**src/rtl/stereo_pkg.sv**
```systemverilog
// ---------------------------------------------------------------------------
// stereo_pkg
// Shared width helpers and constants for the stereo matching blocks.
//   clog2()      : ceiling log2, usable in parameter expressions
//   disp_width() : bits needed to hold a disparity index 0..max_disp-1
//   cost_width() : bits needed to hold a Hamming cost 0..cw
//   max_cost()   : largest cost a cw-bit census pair can produce
// ---------------------------------------------------------------------------
package stereo_pkg;

   function automatic int unsigned clog2(input int unsigned value);
      int unsigned result;
      int unsigned span;
      result = 0;
      span   = (value > 0) ? value - 1 : 0;
      while (span > 0) begin
         result++;
         span = span >> 1;
      end
      return result;
   endfunction

   function automatic int unsigned disp_width(input int unsigned max_disp);
      return clog2(max_disp);
   endfunction

   function automatic int unsigned cost_width(input int unsigned cw);
      return clog2(cw + 1);
   endfunction

   // Every bit of the two codes differs: the cost can never exceed cw.
   function automatic int unsigned max_cost(input int unsigned cw);
      return cw;
   endfunction

endpackage : stereo_pkg

```
**src/rtl/hamming_cost.sv**
```systemverilog
// ---------------------------------------------------------------------------
// hamming_cost
// Combinational Hamming distance between two census codes.
//   a_i    : first census code  (CW bits)
//   b_i    : second census code (CW bits)
//   cost_o : popcount(a_i ^ b_i) (HW bits, wide enough for CW, never wraps)
// ---------------------------------------------------------------------------
module hamming_cost
   import stereo_pkg::*;
#(
   parameter int unsigned CW = 8,
   parameter int unsigned HW = cost_width(CW)
) (
   input  logic [CW-1:0] a_i,
   input  logic [CW-1:0] b_i,
   output logic [HW-1:0] cost_o
);

   logic [CW-1:0] diff;
   logic [HW-1:0] sum;

   assign diff = a_i ^ b_i;

   always_comb begin
      // NOTE: sum is given a value before the loop, so every path assigns it and no latch is inferred.
      sum = '0;
      // NOTE: blocking assignments here, because each iteration must see the sum from the previous one.
      for (int i = 0; i < int'(CW); i++) begin
         sum = sum + HW'(diff[i]);
      end
   end

   assign cost_o = sum;

endmodule : hamming_cost

```
**src/rtl/stereo_wta_n.sv**
```systemverilog
// ---------------------------------------------------------------------------
// stereo_wta_n
// Census-transform stereo matcher with winner-take-all disparity selection.
// A right-code delay line offers MAX_DISP candidates per left pixel; each is
// scored by Hamming distance, and the cheapest eligible candidate wins.
// Two pipeline stages: costs+eligibility, then winner/uniqueness.
//   pxclk      : clock, all state on rising edge
//   reset      : synchronous, active-high
//   in_valid   : lCensus/rCensus carry a pixel
//   line_start : with in_valid, marks column 0
//   lCensus    : left census code
//   rCensus    : right census code
//   out_valid  : in_valid delayed by exactly two cycles
//   disparity  : winning disparity
//   cost       : Hamming cost of the winner
//   uniq       : winner passes the uniqueness test ("unique" is a reserved
//                word in SystemVerilog, hence the shortened name)
// Outputs hold their last values while out_valid is low.
// ---------------------------------------------------------------------------
module stereo_wta_n
   import stereo_pkg::*;
#(
   parameter  int unsigned CW       = 8,
   parameter  int unsigned MAX_DISP = 4,
   parameter  int unsigned UNIQ_TH  = 1,
   localparam int unsigned DW       = disp_width(MAX_DISP),
   localparam int unsigned HW       = cost_width(CW)
) (
   input  logic          pxclk,
   input  logic          reset,
   input  logic          in_valid,
   input  logic          line_start,
   input  logic [CW-1:0] lCensus,
   input  logic [CW-1:0] rCensus,
   output logic          out_valid,
   output logic [DW-1:0] disparity,
   output logic [HW-1:0] cost,
   output logic          uniq
);

   localparam int unsigned NDLY = MAX_DISP - 1;

   // Right-code delay line: dly_q[k] holds the right pixel k+1 columns back.
   logic [CW-1:0] dly_q [NDLY];

   // Column the next pixel takes unless it carries line_start.
   logic [DW-1:0] col_q;
   logic [DW-1:0] cur_col;
   logic [DW-1:0] col_d;

   logic [HW-1:0]       cost_now [MAX_DISP];
   logic [MAX_DISP-1:0] elig_now;

   // Stage 1: per-candidate costs and eligibility.
   logic                v1_q;
   logic [HW-1:0]       cost1_q [MAX_DISP];
   logic [MAX_DISP-1:0] elig1_q;

   // Stage 2: winner-take-all result.
   logic          v2_q;
   logic [DW-1:0] disp_q;
   logic [HW-1:0] cost_q;
   logic          uniq_q;

   logic [DW-1:0] disp_d;
   logic [HW-1:0] cost_d;
   logic          uniq_d;

   assign cur_col = line_start ? '0 : col_q;
   assign col_d   = (cur_col == DW'(MAX_DISP - 1)) ? cur_col : cur_col + DW'(1);

   // Candidate d pairs the left pixel with the right pixel at column x-d;
   // it is only meaningful once the line has advanced at least d columns.
   for (genvar d = 0; d < int'(MAX_DISP); d++) begin : g_cand
      logic [CW-1:0] cand;
      if (d == 0) begin : g_direct
         assign cand = rCensus;
      end else begin : g_delayed
         assign cand = dly_q[d-1];
      end

      hamming_cost #(
         .CW(CW),
         .HW(HW)
      ) u_ham (
         .a_i   (lCensus),
         .b_i   (cand),
         .cost_o(cost_now[d])
      );

      assign elig_now[d] = (cur_col >= DW'(d));
   end

   // Argmin and second-min over eligible candidates, scanned in ascending d.
   // Strict "<" keeps the smallest d on ties; a cost equal to the current
   // best falls through to second-best, giving a zero margin.
   always_comb begin
      logic have_best;
      logic have_second;
      logic [HW-1:0] second_cost;
      int margin;

      have_best   = 1'b0;
      have_second = 1'b0;
      disp_d      = '0;
      cost_d      = HW'(max_cost(CW));
      second_cost = HW'(max_cost(CW));
      for (int d = 0; d < int'(MAX_DISP); d++) begin
         if (elig1_q[d]) begin
            if (!have_best || (cost1_q[d] < cost_d)) begin
               if (have_best) begin
                  second_cost = cost_d;
                  have_second = 1'b1;
               end
               cost_d    = cost1_q[d];
               disp_d    = DW'(d);
               have_best = 1'b1;
            end else if (!have_second || (cost1_q[d] < second_cost)) begin
               second_cost = cost1_q[d];
               have_second = 1'b1;
            end
         end
      end
      margin = int'(second_cost) - int'(cost_d);
      uniq_d = have_second && (margin >= int'(UNIQ_TH));
   end

   // NOTE: non-blocking assignments for all registered state, so every register samples pre-edge values.
   always_ff @(posedge pxclk) begin
      if (reset) begin
         col_q   <= '0;
         // NOTE: the delay line is cleared on reset so a restarted line never matches stale right pixels.
         for (int k = 0; k < int'(NDLY); k++) begin
            dly_q[k] <= '0;
         end
         v1_q    <= 1'b0;
         elig1_q <= '0;
         for (int d = 0; d < int'(MAX_DISP); d++) begin
            cost1_q[d] <= '0;
         end
         v2_q    <= 1'b0;
         disp_q  <= '0;
         cost_q  <= '0;
         uniq_q  <= 1'b0;
      end else begin
         v1_q <= in_valid;
         v2_q <= v1_q;

         if (in_valid) begin
            col_q    <= col_d;
            dly_q[0] <= rCensus;
            for (int k = 1; k < int'(NDLY); k++) begin
               dly_q[k] <= dly_q[k-1];
            end
            elig1_q <= elig_now;
            for (int d = 0; d < int'(MAX_DISP); d++) begin
               cost1_q[d] <= cost_now[d];
            end
         end

         if (v1_q) begin
            disp_q <= disp_d;
            cost_q <= cost_d;
            uniq_q <= uniq_d;
         end
      end
   end

   assign out_valid = v2_q;
   assign disparity = disp_q;
   assign cost      = cost_q;
   assign uniq      = uniq_q;

endmodule : stereo_wta_n

```
**config.mk**
```make
export PLATFORM = sky130hd
export DESIGN_NAME = stereo_wta_n
export DESIGN_NICKNAME = d
export VERILOG_FILES = /design/src/rtl/stereo_pkg.sv /design/src/rtl/hamming_cost.sv /design/src/rtl/stereo_wta_n.sv
export SDC_FILE = /design/constraint.sdc
export NUM_CORES = 1
export LEC_CHECK = 0
export ABC_CLOCK_PERIOD_IN_PS = 5900
export BUFFER_PORTS_ARGS = -buffer_cell sky130_fd_sc_hd__buf_4
export CORE_MARGIN = 2
export CORE_UTILIZATION = 25
export CTS_CLUSTER_DIAMETER = 50
export CTS_CLUSTER_SIZE = 28
export DETAILED_ROUTE_END_ITERATION = 7
export HOLD_SLACK_MARGIN = 0.15
export PLACE_DENSITY = 0.46
export SYNTH_ARGS = -nofsm -noshare
export SYNTH_HDL_FRONTEND = slang
export SYNTH_SLANG_ARGS = --single-unit
```
**constraint.sdc**
```tcl
create_clock -name pxclk -period 5.9 [get_ports pxclk]
set_input_delay 0.59 -clock pxclk [delete_from_list [all_inputs] [get_ports pxclk]]
set_output_delay 0.59 -clock pxclk [all_outputs]
set_load 0.02 [all_outputs]
```
==> key figures, run 1 <==
Logic synthesis
  • Ys Warns: 0
  • Sequential element share of the synthesized area: 35.6%
  • Post-synth EDFFs: 40
  • Synth top area share: 28.9%
  • Synth Flop Type: edfxtp_1
  • Yosys reg bits: 54
  • Post-Synthesis Cell Area: 4160 sq um
  • Post-synth ARST share: 0%
  • Synth unique cells: 69
  • Syn nets: 468
  • Mapped Cells: 400
  • Avg Synthesized Cell Area: 10.4 sq um
  • Post-synth top area cell: edfxtp_1
  • Top area cells in the synthesized netlist: edfxtp_1 29%, ha_1 9.3%, fa_1 8.2%

Power
  • Leakage: 2.05 nW
  • Sw Pwr: 0.497 mW
  • Combinational fraction of design power: 42.1%
  • Power Density: 265 nW/um^2
  • Worst vdd ir: 0.000129 V
  • Clock share of power: 21.5%
  • Sw Ratio: 35.9%
  • Seq pwr share: 36.3%
  • Int Pwr: 0.885 mW

Setup path
  • R2R Path End: uniq$_SDFFE_PP0P_
  • FF-to-FF setup slack: 0.24 ns
  • Crit. End Element: register
  • Critical Path Fanout Max: 7
  • Crit-path max cell delay: 0.42 ns
  • Critical path launch point type: register
  • Critical path class: reg -> reg
  • Most frequent CP cell: a21oi_2
  • Worst endpoint data arrival time: 5.85 ns
  • Worst r2r path cells: 29
  • Reg-to-Reg Start: cost1_q[0][3]$_SDFFCE_PN0P_
  • Slowest CP cell: edfxtp_1
  • Critical Path Source: cost1_q[0][3]$_SDFFCE_PN0P_
  • WP data required: 6.09 ns

Cells and area
  • Fin nets: 519
  • Area grow syn2layout: 25.4%
  • Share of cells above drive strength 1: 27.7%
  • # diodes: 0
  • Fillers: 1679
  • Final core utilization: 31.8%
  • Finished Layout Cells: 671
  • Final Cell Area: 5210 sq um

Global route
  • Remaining Overflow, GRT: 0
  • Largest net degree at the start of global routing: 41
  • Vias in the first global route: 3232
  • Initial antenna violation count: 0
  • Total track usage: 11.8%
  • First-pass GRT wire length: 16500 um

Routing
  • Drt pass-1 iters: 4
  • Remaining DRCs: 0
  • Routed WL: 10300 um
  • Routed len/inst: 15.4 um
  • Vias per cell: 4.62
  • Via count: 3103
  • Number of DRC markers in iteration 0: 180
  • Antenna viol nets, final: 0

Placement
  • Hpwl dp: 7740 um
  • Dpl cells: 650
  • Number of port buffers: 27
  • Post-Place Cell Area: 4710 sq um
  • GPL Wtd Cong: 0.874

Worst hold path
  • Worst Min Path Start: cost[3]$_SDFFE_PP0P_
  • Hold WC Path Type: reg -> reg
  • Hold worst-path end: cost[3]$_SDFFE_PP0P_
  • Hold Path Cell Cnt: 2

Timing
  • Highest Clock Rate: 177 MHz
  • Final worst path period share: 96.0%
  • Final Hold Viols: 0
  • Setup_tns: 0 ns
  • Final hold slack: 0.484 ns
  • Fin crit period: 5.66 ns
  • Max Slew Vio Count: 0
  • Setup violators final: 0
  • Slew headroom: 37.5%
  • Clock skew: 0.00488 ns
  • Worst-margin pin slew: 0.937 ns

Floorplan
  • Io pins: 28
  • Initial Util: 25.3%
  • Die width: 133 um
  • Die area: 17700 sq um
  • # rows: 47
  • Core footprint: 16400 sq um
  • Die Height: 133 um

CTS
  • Clk_lat worst skew: 0.30 ns
  • CTS tree: done
  • CTS Buf Count: 5
  • Clock transition at the registers of the reported paths: 0.07 ns
  • Clock tree buffer depth: 2
  • H-tree depth: 2
  • CTS Sinks: 54
  • Root Buffer: clkbuf_16

Status
  • Status: completed

Flow run
  • Max Cap Viol: 0
layer usage:
layer / part of all wire [%] / routed length (um) / vias up / track usage (%)
li1: - / - / 1530 / -
met1: 45 / 4630 / 1509 / 14.4
met2: 50 / 5160 / 47 / 20.6
met3: 3.1 / 318 / 17 / 2.34
met4: 2.1 / 216 / 0 / 3.94
met5: 0 / 0 / - / 0
synth_stat cells, types with 7 or more instances:
library cell and instances:
o21ai_0 9, ha_1 31, dfxtp_1 14, and2_1 30
clkbuf_1 10, fa_1 17, inv_1 30, edfxtp_1 40
nand2_1 15, nor2_1 37, xor2_1 33, a21oi_1 20
a21o_1 7
critical path: cells and delay by family, from the launching register on:
kind | cells | cell delay, ns
fa+ha+maj | 5 | 1.41
buf+inv | 2 | 0.25
flops | 1 | 0.42
simple gates | 4 | 0.36
compound gates | 18 | 3.08
what timing repair did:
item	CTS	global route
hold buffers	0	0
setup endpoints to repair	1	1
gates resized for setup	6	48
setup buffers	0	14
pin swaps	1	36
placed cells by master, fill, tap and decap left out, types with 5 or more instances in the layout:
cell | netlist | routed
a211oi_1 | 5 | 5
a21o_1 | 7 | 7
a21oi_1 | 20 | 12
a21oi_2 | 1 | 8
and2_1 | 30 | 29
buf_4 | 1 | 58
clkbuf_16 | 0 | 5
dfxtp_1 | 14 | 13
edfxtp_1 | 40 | 40
fa_1 | 17 | 16
ha_1 | 31 | 24
ha_4 | 0 | 5
inv_1 | 30 | 27
nand2_1 | 15 | 13
nor2_1 | 37 | 36
o21ai_0 | 9 | 6
xnor2_1 | 5 | 5
xor2_1 | 33 | 33
area by class of cell:
type,count,area (sq um),area share [%]
multi-input combinational,302,2770,53.1
clock buffer,5,125,2.40
tap,220,275,5.28
clock inverter,2,13.8,0.264
timing repair buffer,58,435,8.35
inverter,30,113,2.16
sequential,54,1480,28.4
power by group through the flow:
stage / clock network, mW / registers [mW] / logic [mW]
2_1_floorplan: 0 / 0.492 / 0.372
3_3_place_gp: 0 / 0.506 / 0.511
3_5_place_dp: 0 / 0.505 / 0.526
4_1_cts: 0.313 / 0.498 / 0.533
5_1_grt: 0.323 / 0.508 / 0.665
6_report: 0.298 / 0.502 / 0.583
worst max path at each step:
stage	endpoint	slack (ns)	cells past startpoint
5_1_grt	uniq$_SDFFE_PP0P_	-0.03	29
2_1_floorplan	uniq$_SDFFE_PP0P_	0.01	29
6_report	uniq$_SDFFE_PP0P_	0.24	29
3_3_place_gp	uniq$_SDFFE_PP0P_	0.08	28
4_1_cts	uniq$_SDFFE_PP0P_	0.03	29
3_5_place_dp	uniq$_SDFFE_PP0P_	-0.15	28
kinds of logic (layout without fill, tap and decap cells):
| kind of cell | Yosys count | in the layout | synth area share (%) |
|---|---|---|---|
| and+or+nand+nor | 116 | 116 | 14.9 |
| adders and majority gates | 48 | 48 | 17.5 |
| DFF | 54 | 54 | 35.6 |
| AOI/OAI and AO/OA | 96 | 96 | 18.6 |
| muxes | 4 | 4 | 0.963 |
| buffers and inverters | 44 | 95 | 4.30 |
| xor gates and xnor gates | 38 | 38 | 8.01 |
registers in the layout, indices dropped and copies added (netlist names):
| register | count |
|---|---|
| cost1_q | 16 |
| dly_q | 24 |
| elig1_q | 4 |
| cost | 4 |
| col_q | 1 |
| uniq | 1 |
| v1_q | 1 |
| out_valid | 1 |
| disparity | 2 |
through the flow:
step                      setup WS [ns]  total power, mW
after global placement           0.0809             1.02
after global routing            -0.0272             1.50
after detailed placement         -0.147             1.03
after CTS                        0.0299             1.34
final                             0.239             1.38
after floorplan                  0.0121            0.864
Note: power is estimated with default switching activity, not from simulation.
==> inputs of run 2 (changes only) <==
--- a/config.mk
+++ b/config.mk
@@ -5,9 +5,9 @@
 export SDC_FILE = /design/constraint.sdc
 export NUM_CORES = 1
 export LEC_CHECK = 0
-export ABC_CLOCK_PERIOD_IN_PS = 5900
+export ABC_CLOCK_PERIOD_IN_PS = 4600
 export BUFFER_PORTS_ARGS = -buffer_cell sky130_fd_sc_hd__buf_4
-export CORE_MARGIN = 2
+export CORE_MARGIN = 8
 export CORE_UTILIZATION = 25
 export CTS_CLUSTER_DIAMETER = 50
 export CTS_CLUSTER_SIZE = 28
==> constraint.sdc (replaced) <==
create_clock -name pxclk -period 4.6 [get_ports pxclk]
set_input_delay 0.46 -clock pxclk [delete_from_list [all_inputs] [get_ports pxclk]]
set_output_delay 0.46 -clock pxclk [all_outputs]
set_load 0.02 [all_outputs]
==> run 2 against run 1 <==
Compared with the run above: the flow now finishes with violations (setup timing); first-iteration DRC count fell by 19%; critical path depth fell by 2; wire length rose by 3.4%; critical endpoint unchanged; largest cell class unchanged.
==> key figures, run 2 (synthesis results as in run 1) <==
Setup path
  • Critical Path Fanout Max: 7
  • Slowest CP cell: edfxtp_1
  • WP data required: 4.79 ns
  • Worst endpoint data arrival time: 5.68 ns
  • Crit-path max cell delay: 0.44 ns
  • CP top delay family: compound AO/OA/AOI/OAI gates
  • CP Buf/Inv Count: 3
  • Critical path launch point type: register
  • R2R Path End: uniq$_SDFFE_PP0P_
  • Crit. End Element: register
  • Critical path class: reg -> reg
  • FF-to-FF setup slack: -0.89 ns
  • Worst r2r path cells: 27
  • Worst path depth: 27
  • Reg-to-Reg Start: cost1_q[1][1]$_SDFFCE_PN0P_

Placement
  • GPL Wtd Cong: 0.789
  • Worst slack, placed: -0.960 ns
  • Hpwl dp: 8470 um
  • Number of port buffers: 27

Worst hold path
  • Hold worst-path end: elig1_q[1]$_SDFFE_PP0P_
  • Hold WC Path Type: in -> reg
  • Worst Min Path Start: line_start
  • Hold Path Cell Cnt: 2

Floorplan
  • Die Height: 145 um
  • Die width: 145 um
  • # rows: 47
  • Core footprint: 16400 sq um
  • Io pins: 28
  • Initial Util: 25.3%
  • Die area: 21000 sq um

Global route
  • Vias in the first global route: 3416
  • First-pass GRT wire length: 17800 um
  • Total track usage: 10.2%
  • Initial antenna violation count: 0
  • Largest net degree at the start of global routing: 41
  • Remaining Overflow, GRT: 0

Cells and area
  • Most common cell after layout, fill and taps aside: buf_4
  • Max reg flops: 24
  • Biggest register: dly_q
  • # diodes: 0
  • Share of cells above drive strength 1: 34.3%
  • Biggest regs: dly_q x24, cost1_q x16
  • Fin nets: 563
  • Commonest cells after routing, fill and taps aside: 98 x buf_4, 40 x edfxtp_1, 35 x nor2_1
  • Area grow syn2layout: 37.0%

Timing
  • Worst-margin pin slew: 0.975 ns
  • Fin crit period: 5.49 ns
  • Setup_tns: -0.951 ns
  • Highest Clock Rate: 182 MHz
  • Final worst path period share: 119%
  • RSZ-0062 raised after global routing: yes
  • Setup violators final: 2
  • Clock skew: 0.00566 ns
  • Final hold slack: 0.383 ns
  • Slew headroom: 35.0%
  • Fin worst setup slack: -0.894 ns
  • Max Slew Vio Count: 0
  • Final Hold Viols: 0

Power
  • Power Total: 1.95 mW
  • Leakage: 2.32 nW
  • Worst vdd ir: 0.000160 V
  • Power Density: 343 nW/um^2

Routing
  • Number of DRC markers in iteration 0: 145
  • Remaining DRCs: 0
  • Routed WL: 10700 um
  • Vias per cell: 4.51
  • Routed len/inst: 14.9 um
  • Drt pass-1 iters: 4
  • Via count: 3226
  • Antenna viol nets, final: 0

CTS
  • CTS Sinks: 54
  • Clock tree buffer depth: 2
  • CTS tree: done
  • Clk_lat worst skew: 0.29 ns
  • CTS Hold Buffers Added: 0
  • Clock transition at the registers of the reported paths: 0.07 ns
  • H-tree depth: 2
  • CTS Buf Count: 5
  • Root Buffer: clkbuf_16

Flow run
  • Max Cap Viol: 0

Status
  • Status: complete, but fails checks
  • Failing checks: setup timing
## run 2: cell count changes in the layout (fill, tap and decap cells not counted), sizes merged
cell / previous run / this run
inv: 31 / 30
buf: 58 / 102
clkbuf: 5 / 8
clkinv: 1 / 0
## run 2: worst max-delay path by stage
| stage | start | slack (ns) | end |
|---|---|---|---|
| 3_3_place_gp | cost1_q[1][1]$_SDFFCE_PN0P_ | -0.88 | uniq$_SDFFE_PP0P_ |
| 5_1_grt | cost1_q[0][1]$_SDFFCE_PN0P_ | -1.20 | uniq$_SDFFE_PP0P_ |
| 3_5_place_dp | cost1_q[1][1]$_SDFFCE_PN0P_ | -0.96 | uniq$_SDFFE_PP0P_ |
| 2_1_floorplan | elig1_q[0]$_SDFFE_PP0P_ | -0.88 | uniq$_SDFFE_PP0P_ |
| 4_1_cts | cost1_q[0][3]$_SDFFCE_PN0P_ | -0.82 | uniq$_SDFFE_PP0P_ |
| 6_report | cost1_q[1][1]$_SDFFCE_PN0P_ | -0.89 | uniq$_SDFFE_PP0P_ |
## run 2: layer usage
layer	part of all wire, %	vias up	GRT usage (%)
met3	1.6	6	1.46
met2	53	23	18.9
met4	0.99	0	2.89
li1	-	1623	-
met5	0	-	0
met1	45	1574	12.0
## run 2: cell type report
| class | count | area [sq um] |
|---|---|---|
| Sequential cell | 54 | 1480 |
| Inverter | 30 | 113 |
| Timing Repair Buffer | 102 | 781 |
| Fill cell | 1661 | 10700 |
| Clock buffer | 8 | 189 |
| Tap cell | 220 | 275 |
| Multi-Input combinational cell | 302 | 2860 |
## run 2: per-stage QoR
stage,cells,cell area [sq um],utilization (%)
6_report,716,5700,34.7
3_5_place_dp,696,5230,31.8
4_1_cts,709,5500,33.5
2_1_floorplan,400,4350,-
3_3_place_gp,696,5230,31.8
5_1_grt,716,5700,34.7
## run 2: power breakdown
group | total [mW] | leakage (nW) | switching, mW | internal (mW)
sequential | 0.640 | 0.554 | 0.0550 | 0.585
combinational | 0.856 | 1.67 | 0.432 | 0.424
clock | 0.458 | 0.0935 | 0.175 | 0.283
## run 2: what timing repair did
action | CTS | global route
endpoints found under the setup margin | 3 | 7
resized for setup | 10 | 24
buffers inserted | 5 | 7
pin swaps | 5 | 23
